$ cat src/rtl/cart_mem_sequencer.sv
// -----------------------------------------------------------------------------
// cart_mem_sequencer
//
// Purpose:
//   Sits directly behind the MBC. Takes the translated cartridge address and the
//   ROM/RAM selects. Runs one timed single-byte access per request on a single
//   external asynchronous SRAM. The ROM image lives in the low region of the
//   SRAM and cartridge RAM lives at RAM_BASE. Read data is returned in a
//   register. A busy flag lets the CPU side stretch its bus cycle.
//
// Access sequence: IDLE -> SETUP (1) -> STROBE (WAIT_CYCLES) -> HOLD (1) -> IDLE.
// busy is high for exactly WAIT_CYCLES+2 cycles per access.
//
// Optional feature macro: CART_MEM_ROM_WP_EN
//   When defined, a write with sel_rom=1 is dropped: no SRAM cycle runs and
//   busy stays low. When undefined, ROM writes reach the SRAM, which the
//   loader relies on.
//
// Ports:
//   clk, reset           system clock, synchronous active-high reset
//   oadr[20:0]           translated address from the MBC
//   sel_rom, sel_ram     MBC selects (sel_rom has priority)
//   read, write          CPU strobes; only the rising edge starts a request
//   wdata[7:0]           CPU write data
//   rdata[7:0]           read data register (8'hff after reset or an unmapped read)
//   busy                 access in progress
//   sram_adr             SRAM address
//   sram_dq_o, sram_dq_oe  SRAM write data and its pad output enable
//   sram_dq_i            SRAM read data
//   sram_ce_n, sram_oe_n, sram_we_n  SRAM strobes, active low
// -----------------------------------------------------------------------------
module cart_mem_sequencer #(
    parameter int unsigned        SRAM_AW     = 19,
    parameter int unsigned        ROM_AW      = 18,
    parameter logic [SRAM_AW-1:0] RAM_BASE    = 19'h60000,
    parameter int unsigned        WAIT_CYCLES = 2
) (
    input  logic               clk,
    input  logic               reset,
    input  logic [20:0]        oadr,
    input  logic               sel_rom,
    input  logic               sel_ram,
    input  logic               read,
    input  logic               write,
    input  logic [7:0]         wdata,
    output logic [7:0]         rdata,
    output logic               busy,
    output logic [SRAM_AW-1:0] sram_adr,
    output logic [7:0]         sram_dq_o,
    output logic               sram_dq_oe,
    input  logic [7:0]         sram_dq_i,
    output logic               sram_ce_n,
    output logic               sram_oe_n,
    output logic               sram_we_n
);

    typedef enum logic [1:0] {
        ST_IDLE,
        ST_SETUP,
        ST_STROBE,
        ST_HOLD
    } state_e;

    // The STROBE counter is loaded with WAIT_CYCLES-1 and the phase ends when
    // it reaches zero, so the phase lasts exactly WAIT_CYCLES cycles.
    localparam logic [3:0] STROBE_LOAD = 4'(WAIT_CYCLES - 1);

    state_e               state_q;
    logic [3:0]           cnt_q;
    logic                 is_wr_q;
    logic                 read_q;
    logic                 write_q;
    logic [7:0]           rdata_q;
    logic                 busy_q;
    logic [SRAM_AW-1:0]   adr_q;
    logic [7:0]           dq_o_q;
    logic                 dq_oe_q;
    logic                 ce_n_q;
    logic                 oe_n_q;
    logic                 we_n_q;

    logic                 rd_edge;
    logic                 wr_edge;
    logic                 any_sel;
    logic                 wr_go;
    logic                 rd_go;
    logic                 rd_miss;
    logic [SRAM_AW-1:0]   rom_adr;
    logic [SRAM_AW-1:0]   ram_adr;
    logic [SRAM_AW-1:0]   acc_adr;
    logic                 unused_oadr;

    // Upper MBC address bits are not needed by either region.
    assign unused_oadr = ^oadr;

    assign rd_edge = read & ~read_q;
    assign wr_edge = write & ~write_q;
    assign any_sel = sel_rom | sel_ram;

    // A write edge always takes precedence, so a simultaneous read edge is
    // dropped even if the write itself turns out to be ignored.
`ifdef CART_MEM_ROM_WP_EN
    assign wr_go = wr_edge & ~sel_rom & sel_ram;
`else
    assign wr_go = wr_edge & any_sel;
`endif
    assign rd_go   = rd_edge & ~wr_edge & any_sel;
    assign rd_miss = rd_edge & ~wr_edge & ~any_sel;

    always_comb begin
        rom_adr                = '0;
        rom_adr[ROM_AW-1:0]    = oadr[ROM_AW-1:0];
        // RAM_BASE is 128 KiB aligned, so OR-ing the low 17 bits is an add.
        ram_adr                = RAM_BASE;
        ram_adr[16:0]          = RAM_BASE[16:0] | oadr[16:0];
        acc_adr                = sel_rom ? rom_adr : ram_adr;
    end

    always_ff @(posedge clk) begin
        if (reset) begin
            state_q <= ST_IDLE;
            cnt_q   <= '0;
            is_wr_q <= 1'b0;
            read_q  <= 1'b0;
            write_q <= 1'b0;
            rdata_q <= 8'hff;
            busy_q  <= 1'b0;
            adr_q   <= '0;
            dq_o_q  <= '0;
            dq_oe_q <= 1'b0;
            ce_n_q  <= 1'b1;
            oe_n_q  <= 1'b1;
            we_n_q  <= 1'b1;
        end else begin
            // Strobe history is tracked in every state so that a level still
            // high when the access finishes does not look like a new edge.
            read_q  <= read;
            write_q <= write;

            case (state_q)
                ST_IDLE: begin
                    if (wr_go || rd_go) begin
                        state_q <= ST_SETUP;
                        is_wr_q <= wr_go;
                        busy_q  <= 1'b1;
                        adr_q   <= acc_adr;
                        ce_n_q  <= 1'b0;
                        if (wr_go) begin
                            dq_o_q  <= wdata;
                            dq_oe_q <= 1'b1;
                        end
                    end else if (rd_miss) begin
                        rdata_q <= 8'hff;
                    end
                end

                ST_SETUP: begin
                    state_q <= ST_STROBE;
                    cnt_q   <= STROBE_LOAD;
                    if (is_wr_q) begin
                        we_n_q <= 1'b0;
                    end else begin
                        oe_n_q <= 1'b0;
                    end
                end

                ST_STROBE: begin
                    if (cnt_q == 4'd0) begin
                        state_q <= ST_HOLD;
                        oe_n_q  <= 1'b1;
                        we_n_q  <= 1'b1;
                        // The SRAM output has settled by the end of the strobe.
                        if (!is_wr_q) begin
                            rdata_q <= sram_dq_i;
                        end
                    end else begin
                        cnt_q <= cnt_q - 4'd1;
                    end
                end

                ST_HOLD: begin
                    state_q <= ST_IDLE;
                    busy_q  <= 1'b0;
                    ce_n_q  <= 1'b1;
                    dq_oe_q <= 1'b0;
                end

                default: begin
                    state_q <= ST_IDLE;
                end
            endcase
        end
    end

    assign rdata      = rdata_q;
    assign busy       = busy_q;
    assign sram_adr   = adr_q;
    assign sram_dq_o  = dq_o_q;
    assign sram_dq_oe = dq_oe_q;
    assign sram_ce_n  = ce_n_q;
    assign sram_oe_n  = oe_n_q;
    assign sram_we_n  = we_n_q;

endmodule

$ cat config.mk
export PLATFORM = sky130hd
export DESIGN_NAME = cart_mem_sequencer
export DESIGN_NICKNAME = d
export VERILOG_FILES = /design/src/rtl/cart_mem_sequencer.sv
export SDC_FILE = /design/constraint.sdc
export NUM_CORES = 1
export LEC_CHECK = 0
export BUFFER_PORTS_ARGS = -buffer_cell sky130_fd_sc_hd__buf_2
export CORE_MARGIN = 2
export CORE_UTILIZATION = 30
export CTS_CLUSTER_SIZE = 10
export DETAILED_ROUTE_END_ITERATION = 12
export MAX_ROUTING_LAYER = met4
export SYNTH_ARGS = -nofsm -noshare
export SYNTH_HDL_FRONTEND = slang
export SYNTH_SLANG_ARGS = --single-unit
$ cat constraint.sdc
create_clock -name clk -period 1.8 [get_ports clk]
set_clock_uncertainty 0.1 [all_clocks]
set_input_delay 0.36 -clock clk [delete_from_list [all_inputs] [get_ports clk]]
set_output_delay 0.36 -clock clk [all_outputs]
set_load 0.05 [all_outputs]
After elaboration in Yosys (flattened, before gate mapping)
Cells that the tools add are included.

Word-level logic and storage cells: 75. Register bits: 49. Input bits: 43. Output and inout port bits: 40.

Equality and inequality tests: 12. Reductions and logical operators: 15. Bitwise gates (word level): 11. Muxes and demuxes: 23. $add $sub $neg: 1.

Operators with widths (count): two-way mux 8 bit (4); two-way mux 19 bit (1); != test 2 bit (second input constant) (9); one-hot mux 8 bit (2 select lines) (1); AND reduction 3 bit (4); one-hot mux 1 bit (2 select lines) (5); one-hot mux 2 bit (4 select lines) (1); one-hot mux 4 bit (2 select lines) (1); AND reduction 2 bit (4); two-way mux 1 bit (7); bitwise AND 1 bit (6); nonzero test 2 bit (3); AND reduction 5 bit (1); equality test 2 bit (second input constant) (2); zero test 4 bit (1); two-way mux 2 bit (2); two-way mux 4 bit (1); NOT 1 bit (4); subtractor 4 x 1 -> 4 bit (second input constant) (1); equality test 2 x 1 -> 1 bit (second input constant) (1); zero test 2 bit (1); logical OR 1 bit (1); OR 1 bit (1).

Depth between registers and ports, before layout
Word-level depth: 8. Gate-level depth with buffers: 8. Depth with buffers taken out: 6.

Worst setup path before layout
Ideal clock, no wire load.

Kind: flip-flop to flip-flop. Start point: register cnt_q[0]. End point: register rdata_q[0] (netlist: rdata[0]). Setup time: 0.072 ns. Clock period less this slack: 1.720 ns. Path buffers: 0. Data required time: 1.628 ns. Arrival time: 1.548 ns. Path slack: 0.080 ns. Stages on the path, launching flop included: 7. Path through: dfxtp_1 inv_1 ha_1 nor3b_4 nand2b_2 a211oi_4 mux2i_1.

Longest elaborated chain between the ends: 3.

Ends and longest elaborated chain: start, declared (RTL line 69) `logic [3:0] cnt_q;`; start signal, assigned (RTL line 177) `cnt_q <= cnt_q - 4'd1;`; zero test 4 bit (RTL line 168) `if (cnt_q == 4'd0) begin`; != test 2 bit (no line); AND reduction 5 bit (no line); end signal, assigned (RTL line 174) `rdata_q <= sram_dq_i;`; end, declared (RTL line 73) `logic [7:0] rdata_q;`.

No other way between the ends. A chain may end at the register's enable or synchronous reset.

Worst setup path after layout
Ends and elaborated chain as after synthesis.

==> flow_summary_export.csv <==
group,metric,value,unit
cts,clock_latency,300,ps
cts,hold_buffers,0,
drt,route.detailed.drc,0,
critical_path,arrival,1830,ps
global_routing,grt_overflow_total,0,
critical_path,start_kind,"flop",
hold_path,hp-class,"in -> reg",
outcome,status,"finished clean",
sta,hold_viol,0,
sta,slew_viol_final,0,
synthesis,synthXorXnorAreaFrac,0,%
critical_path,cp_max_fo,8,
cts,tritoncts,"yes",
cts,numCtsBuffers,5,
synthesis,mappedNetlistArea,0.002043,mm²
final_layout,final_core_util,39.78,%
synthesis,synth_adder_area_share,3.674,%
sta,worstMarginPinSlew,331.4,ps
final_layout,nets,361,
drt,wl,4504,µm
final_layout,final_cell_mix,"79 x buf_2, 49 x dfxtp_1, 36 x nand2_1",
floorplan,initial_core_util,30.58,%
synthesis,async_flop_share,0,%
final_layout,n_antenna_cell,0,
floorplan,die_area,0.007487,mm²
sta,clock.fmax,589.5,MHz
synthesis,syn-num-nets,276,
global_routing,antenna_found_initial,0,
synthesis,synth_cell_type_count,41,
synthesis,netlist_instances,227,
drt,vias_per_cell,4.592,
synthesis,synth_compound_area_share,15.74,%
place,gp_congestion,0.7336,
critical_path,critPathKind,"reg -> reg",
synthesis,syn-mean-instance-area,9.001,µm²
final_layout,layout_commonest_cell,"buf_2",
hold_path,hold_path_end,"read_q",
cts,cts_root_buffer,"clkbuf_8",
final_layout,multi_input_area,962.2,µm²
cts,htreeDepth,2,
pwr,p_leak,1.188,nW
final_layout,syn2layout_area_growth,30.07,%
drt,drt_first_pass_iters,4,
sta,min_period_over_period,94.25,%
hold_path,hp-start,"read",
critical_path,worstReg2RegEnd,"rdata[0]",
synthesis,ys_warn_count,0,
final_layout,final_layout_size_suffix_gt1_share,34.62,%
cts,cts_sinks,49,
critical_path,worstSetupEndpointType,"flop",
final_layout,regArea,980.9,µm²
floorplan,fp.dieH,86.53,µm
floorplan,die_w,86.53,µm
critical_path,reg2reg_from,"cnt_q[0]",
pwr,p_per_area,1419,mW/mm²
final_layout,final_cells,392,
place,place_inst,384,
place,io_buffers,79,
global_routing,grt_max_degree,21,
synthesis,synth_top_family_by_area,"simple AND/OR/NAND/NOR gates",
critical_path,worstPathRequired,1930,ps
final_layout,fillers,712,
critical_path,reg2regPathDepth,7,
critical_path,crit_path_max_incr_delay,340,ps
global_routing,grt_pass1_vias,1687,
floorplan,pin_count,83,
critical_path,critPathSlowestCell,"dfxtp_1",
cts,cts.clk_slew.worst_paths,90,ps
place,place_hpwl,3358,µm
sta,maxSlewHeadroom,77.91,%
sta,holdWs,179.6,ps
synthesis,seq_area_frac_synth,48.01,%
drt,vias,1800,
floorplan,num_rows,30,
pwr,p_total,0.003771,W
global_routing,grt_use_total,12.70,%
drt,drtIter0Drc,44,
synthesis,synth-seq-cells,49,
synthesis,synthSimpleGateAreaFrac,19.17,%
synthesis,synth-edff-count,0,
sta,setup_viol,0,
sta,fin_crit,1696,ps
global_routing,grt_pass1_wl,7403,µm
critical_path,reg2reg_slack,100,ps
critical_path,path_cells,"inv_1 > ha_1 > nor3b_4 > nand2b_2 > a211oi_4 > buf_12 > mux2i_1",
synthesis,synth_ff_type,"dfxtp_1",
cts,cts_buffer_depth,2,
floorplan,fp.coreArea,0.006681,mm²
pwr,ir_worst_vdd,478.4,µV
hold_path,hold_depth,2,
drt,wl_per_cell,11.49,µm
drt,antenna_left,0,
flow_run,cap_viol_max_count,0,
synthesis,synthMuxAreaShare,8.328,%
## logic make-up after synthesis
| logic type | after synthesis |
|---|---|
| fa+ha+maj | 6 |
| compound gates | 48 |
| simple gates | 87 |
| flops | 49 |
| buf+inv | 20 |
| mux | 17 |
## final cells by class
| type | instances | area share (%) |
|---|---|---|
| clock buffer | 6 | 3.107 |
| multi-input combinational | 158 | 36.21 |
| inverter | 7 | 0.9887 |
| tap | 80 | 3.766 |
| sequential | 49 | 36.91 |
| timing repair buffer | 91 | 18.74 |
| clock inverter | 1 | 0.2825 |
## worst max-delay path by stage
| stage | cells past startpoint | slack (ps) | from | end |
|---|---|---|---|---|
| after CTS | 7 | 40 | cnt_q[0] | rdata[0] |
| final | 7 | 100 | cnt_q[0] | rdata[0] |
| after global routing | 7 | -4 | cnt_q[0] | rdata[0] |
| after floorplan | 6 | 80 | cnt_q[0] | rdata[0] |
| after detailed placement | 7 | 70 | cnt_q[0] | rdata[3] |
| after global placement | 7 | 90 | cnt_q[0] | rdata[7] |
## Yosys cell counts, drive strengths merged, types with 2 or more instances
cell type / count / area, µm²
and2b: 2 / 16.27
o21ai: 2 / 10.01
inv: 7 / 26.28
a211oi: 3 / 35.03
nand2b: 6 / 40.04
o31a: 2 / 18.77
ha: 6 / 75.07
o21bai: 4 / 30.03
nor2b: 4 / 25.02
nor2: 32 / 120.1
nand2: 36 / 135.1
a21oi: 27 / 135.1
mux2i: 17 / 170.2
clkbuf: 6 / 33.77
dfxtp: 49 / 980.9
buf: 7 / 43.79
## power breakdown
group          total, W  leakage (nW)  internal (W)  switching, W
Sequential      0.00140         0.401       0.00128      0.000120
Clock          0.000657        0.0433      0.000304      0.000353
Combinational   0.00171         0.743      0.000584       0.00113
Total           0.00377          1.19       0.00217       0.00160
## per-layer routing
metal | track usage, % | up-vias | wire [µm]
li1 | - | 927 | -
met1 | 14.80 | 814 | 2054
met2 | 21.40 | 53 | 2153
met3 | 4.000 | 6 | 263
met4 | 2.983 | 0 | 34
met5 | - | - | 0
## per-stage QoR
step | TNS (ps) | instance area, µm² | worst slack [ps]
2_1_floorplan | 0 | 2043 | 80.23
3_3_place_gp | 0 | 2556 | 93.53
3_5_place_dp | 0 | 2556 | 68.56
4_1_cts | 0 | 2646 | 38.95
5_1_grt | -3.689 | 2658 | -3.689
6_report | 0 | 2658 | 103.6
## sequential cells by signal (all words and copies together), names as in the netlist
| name | count |
|---|---|
| cnt_q | 4 |
| is_wr_q | 1 |
| sram_adr | 19 |
| sram_we_n | 1 |
| sram_dq_o | 8 |
| rdata | 8 |
| sram_dq_oe | 1 |
| busy | 1 |
| state_q | 2 |
| write_q | 1 |
| read_q | 1 |
| sram_ce_n | 1 |
| sram_oe_n | 1 |
## critical path, delay by kind of cell (launching register included)
family                   cells  cell delay [ps]
AO/OA/AOI/OAI                1              250
buffers and inverters        2              270
adder cells (fa/ha/maj)      1              150
multiplexers                 1              190
AND/OR/NAND/NOR              2              330
flip-flops                   1              340
## what timing repair did
item / CTS / global route
gates resized for setup: 0 / 1
setup buffers: 0 / 1
endpoints found under the setup margin: 0 / 11
Note: power is estimated with default switching activity, not from simulation.
